==> config.mk <==
export PLATFORM = sky130hd
export DESIGN_NAME = note_tone_tx
export DESIGN_NICKNAME = d
export VERILOG_FILES = /design/src/rtl/note_tone_tx.sv
export SDC_FILE = /design/constraint.sdc
export NUM_CORES = 1
export LEC_CHECK = 0
export BUFFER_PORTS_ARGS = -buffer_cell sky130_fd_sc_hd__buf_2
export CAP_MARGIN = 10
export CORE_MARGIN = 2
export CORE_UTILIZATION = 55
export DETAILED_ROUTE_END_ITERATION = 16
export GPL_ROUTABILITY_DRIVEN = 0
export PLACE_DENSITY = 0.73
export SLEW_MARGIN = 20
export SYNTH_ARGS = -nofsm -noshare
export SYNTH_HDL_FRONTEND = slang
export SYNTH_SLANG_ARGS = --single-unit
==> constraint.sdc <==
create_clock -name clk -period 2.75 [get_ports clk]
set_input_delay 0.275 -clock clk [delete_from_list [all_inputs] [get_ports clk]]
set_output_delay 0.275 -clock clk [all_outputs]
set_load 0.01 [all_outputs]
==> src/rtl/note_tone_tx.sv <==
// Queued square-wave note player: a 4-entry request FIFO feeds an IDLE/TONE/GAP
// controller that emits a signed square wave for each note, followed by a silent gap.
module note_tone_tx #(
  parameter int clk_mhz     = 50,
  parameter int tick_cycles = clk_mhz * 10000,
  parameter int gap_ticks   = 2,
  parameter int amp         = 8192
) (
  input  logic               clk,
  input  logic               rst,
  input  logic               note_valid,
  output logic               note_ready,
  input  logic [3:0]         note_code,
  input  logic [1:0]         note_octave,
  input  logic [7:0]         note_len,
  output logic signed [15:0] sound,
  output logic               playing,
  output logic [11:0]        cur_note,
  output logic               done
);

  typedef enum logic [1:0] {IDLE, TONE, GAP} state_t;

  typedef struct packed {
    logic [3:0] code;
    logic [1:0] oct;
    logic [7:0] len;
  } fifo_ent_t;

  function automatic logic [16:0] half_of(input int freq_100);
    logic [63:0] q;
    q = (64'(clk_mhz) * 64'd100000000) / (64'd2 * 64'(freq_100));
    return q[16:0];
  endfunction

  function automatic logic signed [15:0] sat_amp(input int a);
    if (a > 32767) return 16'sh7fff;
    if (a < 0)     return 16'sh0000;
    return $signed(16'(a));
  endfunction

  localparam logic [16:0] HALF_TAB [12] = '{
    half_of(26163), half_of(27718), half_of(29366), half_of(31113),
    half_of(32963), half_of(34923), half_of(36999), half_of(39200),
    half_of(41530), half_of(44000), half_of(46616), half_of(49388)
  };

  localparam int               TW        = (tick_cycles > 1) ? $clog2(tick_cycles) : 1;
  localparam logic [TW-1:0]    TICK_LAST = TW'(tick_cycles - 1);
  localparam logic [7:0]       GAP_LOAD  = 8'(gap_ticks);
  localparam logic             GAP_NONE  = (gap_ticks == 0);
  localparam logic signed [15:0] AMP_P   = sat_amp(amp);
  localparam logic signed [15:0] AMP_N   = -AMP_P;

  state_t          state_q, state_d;
  fifo_ent_t       mem_q [4];
  fifo_ent_t       mem_d [4];
  logic [1:0]      wr_ptr_q, wr_ptr_d, rd_ptr_q, rd_ptr_d;
  logic [2:0]      count_q, count_d;
  logic [TW-1:0]   tick_q, tick_d;
  logic [7:0]      rem_q, rem_d;
  logic [16:0]     phase_q, phase_d;
  logic            pol_q, pol_d;
  logic            done_q, done_d;
  logic [16:0]     half_q, half_d;
  logic            rest_q, rest_d;
  logic [3:0]      code_q, code_d;

  logic            push, pop, tick_end;
  fifo_ent_t       head;
  logic [16:0]     head_base, head_half;
  logic [1:0]      head_shift;

  assign note_ready = (count_q != 3'd4);
  assign push       = note_valid & note_ready;
  assign pop        = (state_q == IDLE) && (count_q != 3'd0);
  assign tick_end   = (tick_q == TICK_LAST);

  assign head       = mem_q[rd_ptr_q];
  assign head_base  = (head.code < 4'd12) ? HALF_TAB[head.code] : 17'd0;
  assign head_shift = (head.oct == 2'd3) ? 2'd2 : head.oct;
  assign head_half  = head_base >> head_shift;

  always_comb begin
    mem_d    = mem_q;
    wr_ptr_d = wr_ptr_q + 2'(push);
    rd_ptr_d = rd_ptr_q + 2'(pop);
    if (push) mem_d[wr_ptr_q] = '{code: note_code, oct: note_octave, len: note_len};
    unique case ({push, pop})
      2'b10:   count_d = count_q + 3'd1;
      2'b01:   count_d = count_q - 3'd1;
      default: count_d = count_q;
    endcase
  end

  always_comb begin
    state_d = state_q;
    tick_d  = tick_q;
    rem_d   = rem_q;
    phase_d = phase_q;
    pol_d   = pol_q;
    done_d  = 1'b0;
    half_d  = half_q;
    rest_d  = rest_q;
    code_d  = code_q;
    unique case (state_q)
      IDLE: begin
        if (pop) begin
          // Every load restarts the wave and duration counters from zero.
          code_d  = head.code;
          rest_d  = (head.code >= 4'd12);
          half_d  = head_half;
          tick_d  = '0;
          phase_d = '0;
          pol_d   = 1'b0;
          if (head.len != 8'd0) begin
            state_d = TONE;
            rem_d   = head.len;
          end else if (GAP_NONE) begin
            done_d  = 1'b1;
          end else begin
            state_d = GAP;
            rem_d   = GAP_LOAD;
          end
        end
      end
      TONE: begin
        if (phase_q == half_q - 17'd1) begin
          phase_d = '0;
          pol_d   = ~pol_q;
        end else begin
          phase_d = phase_q + 17'd1;
        end
        if (tick_end) begin
          tick_d = '0;
          if (rem_q <= 8'd1) begin
            if (GAP_NONE) begin
              state_d = IDLE;
              done_d  = 1'b1;
            end else begin
              state_d = GAP;
              rem_d   = GAP_LOAD;
            end
          end else begin
            rem_d = rem_q - 8'd1;
          end
        end else begin
          tick_d = tick_q + TW'(1);
        end
      end
      GAP: begin
        if (tick_end) begin
          tick_d = '0;
          if (rem_q <= 8'd1) begin
            state_d = IDLE;
            done_d  = 1'b1;
          end else begin
            rem_d = rem_q - 8'd1;
          end
        end else begin
          tick_d = tick_q + TW'(1);
        end
      end
      default: state_d = IDLE;
    endcase
  end

  always_ff @(posedge clk or negedge rst) begin
    if (!rst) begin
      state_q  <= IDLE;
      wr_ptr_q <= '0;
      rd_ptr_q <= '0;
      count_q  <= '0;
      tick_q   <= '0;
      rem_q    <= '0;
      phase_q  <= '0;
      pol_q    <= 1'b0;
      done_q   <= 1'b0;
    end else begin
      state_q  <= state_d;
      wr_ptr_q <= wr_ptr_d;
      rd_ptr_q <= rd_ptr_d;
      count_q  <= count_d;
      tick_q   <= tick_d;
      rem_q    <= rem_d;
      phase_q  <= phase_d;
      pol_q    <= pol_d;
      done_q   <= done_d;
    end
  end

  // Payload registers carry no reset; outputs only look at them while in TONE.
  always_ff @(posedge clk) begin
    mem_q  <= mem_d;
    half_q <= half_d;
    rest_q <= rest_d;
    code_q <= code_d;
  end

  assign playing  = (state_q == TONE);
  assign sound    = (playing && !rest_q) ? (pol_q ? AMP_N : AMP_P) : 16'sd0;
  assign cur_note = (playing && !rest_q) ? (12'h800 >> code_q) : 12'h000;
  assign done     = done_q;

endmodule
==> flow_metrics.tcl <==
set metrics [dict create \
    first_pass_iters 5 \
    clock_sinks 133 \
    grt_setup_unrepaired "yes" \
    ys_seq_area_frac 0.5231 \
    drive_gt1_frac 0.1879 \
    async_reset_ff_frac 0.4135 \
    grt_max_degree 35 \
    grt_pass1_wl_mm 24.02 \
    fp.dieW_um 117.7 \
    hold_violations 0 \
    via_per_inst 5.705 \
    antenna_found_initial 0 \
    wirelength_mm 14.32 \
    ios 48 \
    cp_max_fo 8 \
    slew_headroom 0.3745 \
    pwr_density_cell_mw_per_mm2 1225 \
    fill_cells 999 \
    numCtsBuffers 17 \
    start_kind "flip-flop" \
    clockRootBuffer "clkbuf_16" \
    synth_compound_area_frac 0.1059 \
    syn_area_mm2 0.007109 \
    fmaxAchievable_ghz 0.3657 \
    period_share 0.9943 \
    layout_commonest_cell "edfxtp_1" \
    cts.htree.levels 4 \
    areaGrowthSynthToFinish_pct 17.02 \
    status "finished, final reports clean" \
    crit_type "reg -> reg" \
    fin_crit_ns 2.734 \
    synthCells 651 \
    drtIter0Drc 317 \
    synth.distinct_cells 59 \
    fin_skew_ns 0.007771 \
    initial_core_util 0.5634 \
    synth-main-ff-cell "edfxtp_1" \
    core-area_mm2 0.01262 \
    synth_simple_gate_area_frac 0.1635 \
    grt_overflow 0 \
    rows 41 \
    total_power_mw 10.19 \
    nNetsFinal 752 \
    portBuffers 34 \
    vdd_drop_max_uv 743.9 \
    r2r_cells 9 \
    end_kind "flip-flop" \
    worstSkewPairLatency_ns 0.42 \
    synth-edff-count 78 \
    pre_cts_ws_ns -0.07405 \
    antenna_left 0 \
    critical_path_arrival_ns 3.04 \
    slew_violations 0 \
    synth_top_family_by_area "simple AND/OR/NAND/NOR gates" \
    hp-class "in -> reg" \
    total_leakage_power_nw 3.408 \
    ys_seq_elements 133 \
    drv_cap 0 \
    diodes 0 \
    grt_usage 0.2155 \
    synthMuxAreaShare 0.06741 \
    wl_per_cell_um 15.89 \
    post-route-util 0.6592 \
    synthAdderAreaFrac 0.03449 \
    clk_pin_slew_ns 0.06 \
    cts_tree "built" \
    hold_ws_ns 0.06612 \
    layout_common_cells "edfxtp_1, nor2_1, nand2_1" \
    cp_data_required_time_ns 3.06 \
    grt_pass1_vias 5082 \
    chipHeight_um 117.7 \
    die_area_mm2 0.01385 \
    tightest_slew_ns 0.9348 \
    dp_hpwl_mm 10.12 \
    setup-tns-final_ns 0 \
    vias 5140 \
    clockBufferDepth 2 \
    synth_xor_area_frac 0.06406 \
    hold_depth 1 \
    finalWorstSetupSlack_ns 0.01565 \
    synth.avg_cell_area_um2 10.92 \
    drc 0 \
    final-setup-viol-count 0 \
    yosysWarnings 0 \
]
-- stage by stage --
stage	area, um^2	std cells
after CTS	8233	897
after global routing	8319	901
after detailed placement	7590	863
after global placement	7590	863
after floorplan	7176	663
final	8319	901
-- cell type report --
| type | count | area (um^2) | area share |
|---|---|---|---|
| sequential | 133 | 3719 | 0.4470 |
| multi-input combinational | 474 | 3248 | 0.3904 |
| timing repair buffer | 72 | 465.4 | 0.05595 |
| clock buffer | 19 | 432.9 | 0.05204 |
| tap | 172 | 215.2 | 0.02587 |
| clock inverter | 13 | 171.4 | 0.02060 |
| inverter | 18 | 67.56 | 0.008122 |
-- path summary, 6_finish.rpt --
| path | start | endpoint | slack [ns] |
|---|---|---|---|
| min in group asynchronous | rst | tick_q[9]$_DFFE_PN0P_ | 0.49 |
| max in group asynchronous | rst | tick_q[3]$_DFFE_PN0P_ | 1.60 |
| setup reg to reg | half_q[3]$_DFFE_PP_ | phase_q[3]$_DFFE_PN0P_ | 0.02 |
| hold / removal | note_code[2] | mem_q[26]$_DFFE_PP_ | 0.07 |
| hold reg to reg | state_q[0]$_DFFE_PN0P_ | state_q[0]$_DFFE_PN0P_ | 0.52 |
| setup / recovery | half_q[3]$_DFFE_PP_ | phase_q[3]$_DFFE_PN0P_ | 0.02 |
-- cell families (layout without fill, tap and decap cells) --
| group | count (synthesis) | in the layout |
|---|---|---|
| AND/OR/NAND/NOR | 236 | 236 |
| flip-flops | 133 | 133 |
| AO/OA/AOI/OAI | 124 | 124 |
| buffers and inverters | 56 | 122 |
| XOR/XNOR | 52 | 52 |
| multiplexers | 30 | 30 |
| adder cells (fa/ha/maj) | 19 | 19 |
| other | 1 | 13 |
-- what timing repair did --
item | 4_1_cts | 5_1_grt
setup endpoints to repair | 15 | 21
hold buffers | 1 | 0
endpoints found under the hold margin | 32 | 0
pin swaps | 4 | 3
cloned | 0 | 0
setup buffers | 1 | 4
resized for setup | 6 | 11
-- layer usage --
metal  wire length, um  global-route usage  vias to the layer above
li1                  -                   -                     2464
met1              6270              0.2702                     2517
met2              7267              0.3677                      139
met3               559             0.05426                       20
met4               224             0.06928                        0
met5                 0                   0                        -
-- sequential cells by signal, summed over array words and instances, names as in the netlist, 3 cells and up --
| name | count |
|---|---|
| half_q | 17 |
| code_q | 4 |
| rem_q | 8 |
| phase_q | 17 |
| tick_q | 19 |
| mem_q | 56 |
| count_q | 3 |
-- where the power goes --
group / total (mW) / internal [mW] / switching (mW)
registers: 3.22 / 2.82 / 0.395
logic: 4.65 / 1.89 / 2.76
clock network: 2.32 / 1.44 / 0.883
total: 10.2 / 6.15 / 4.04
-- synthesized netlist by cell type, types with 4 or more instances --
cell type,count,share of area
a21o_1,8,0.0084
a21oi_1,34,0.024
a22oi_1,4,0.0042
a32oi_1,4,0.0049
and2_1,6,0.0053
and3_1,12,0.011
buf_2,5,0.0035
buf_4,15,0.016
clkbuf_1,14,0.0074
dfrtp_1,55,0.19
edfxtp_1,78,0.33
ha_1,18,0.032
inv_1,18,0.0095
mux2i_1,13,0.018
mux4_2,14,0.044
nand2_1,62,0.033
nand2b_1,6,0.0053
nand3_1,16,0.011
nand4_1,6,0.0053
nor2_1,73,0.039
nor2b_1,4,0.0035
nor3_1,14,0.0099
nor3b_1,8,0.0084
nor4_1,4,0.0035
o21ai_0,50,0.035
o22ai_1,4,0.0035
or3_1,7,0.0062
or4_1,4,0.0042
xnor2_1,16,0.020
xor2_1,36,0.044
-- worst max-delay path: stages (launching register included) --
cell,delay [ns]
edfxtp_1,0.58
xor2_1,0.23
xnor2_1,0.14
o2111ai_1,0.17
a211o_1,0.31
or4b_4,0.52
o31ai_4,0.31
buf_4,0.18
a21oi_1,0.04
a21o_1,0.15
Note: power is estimated with default switching activity, not from simulation.
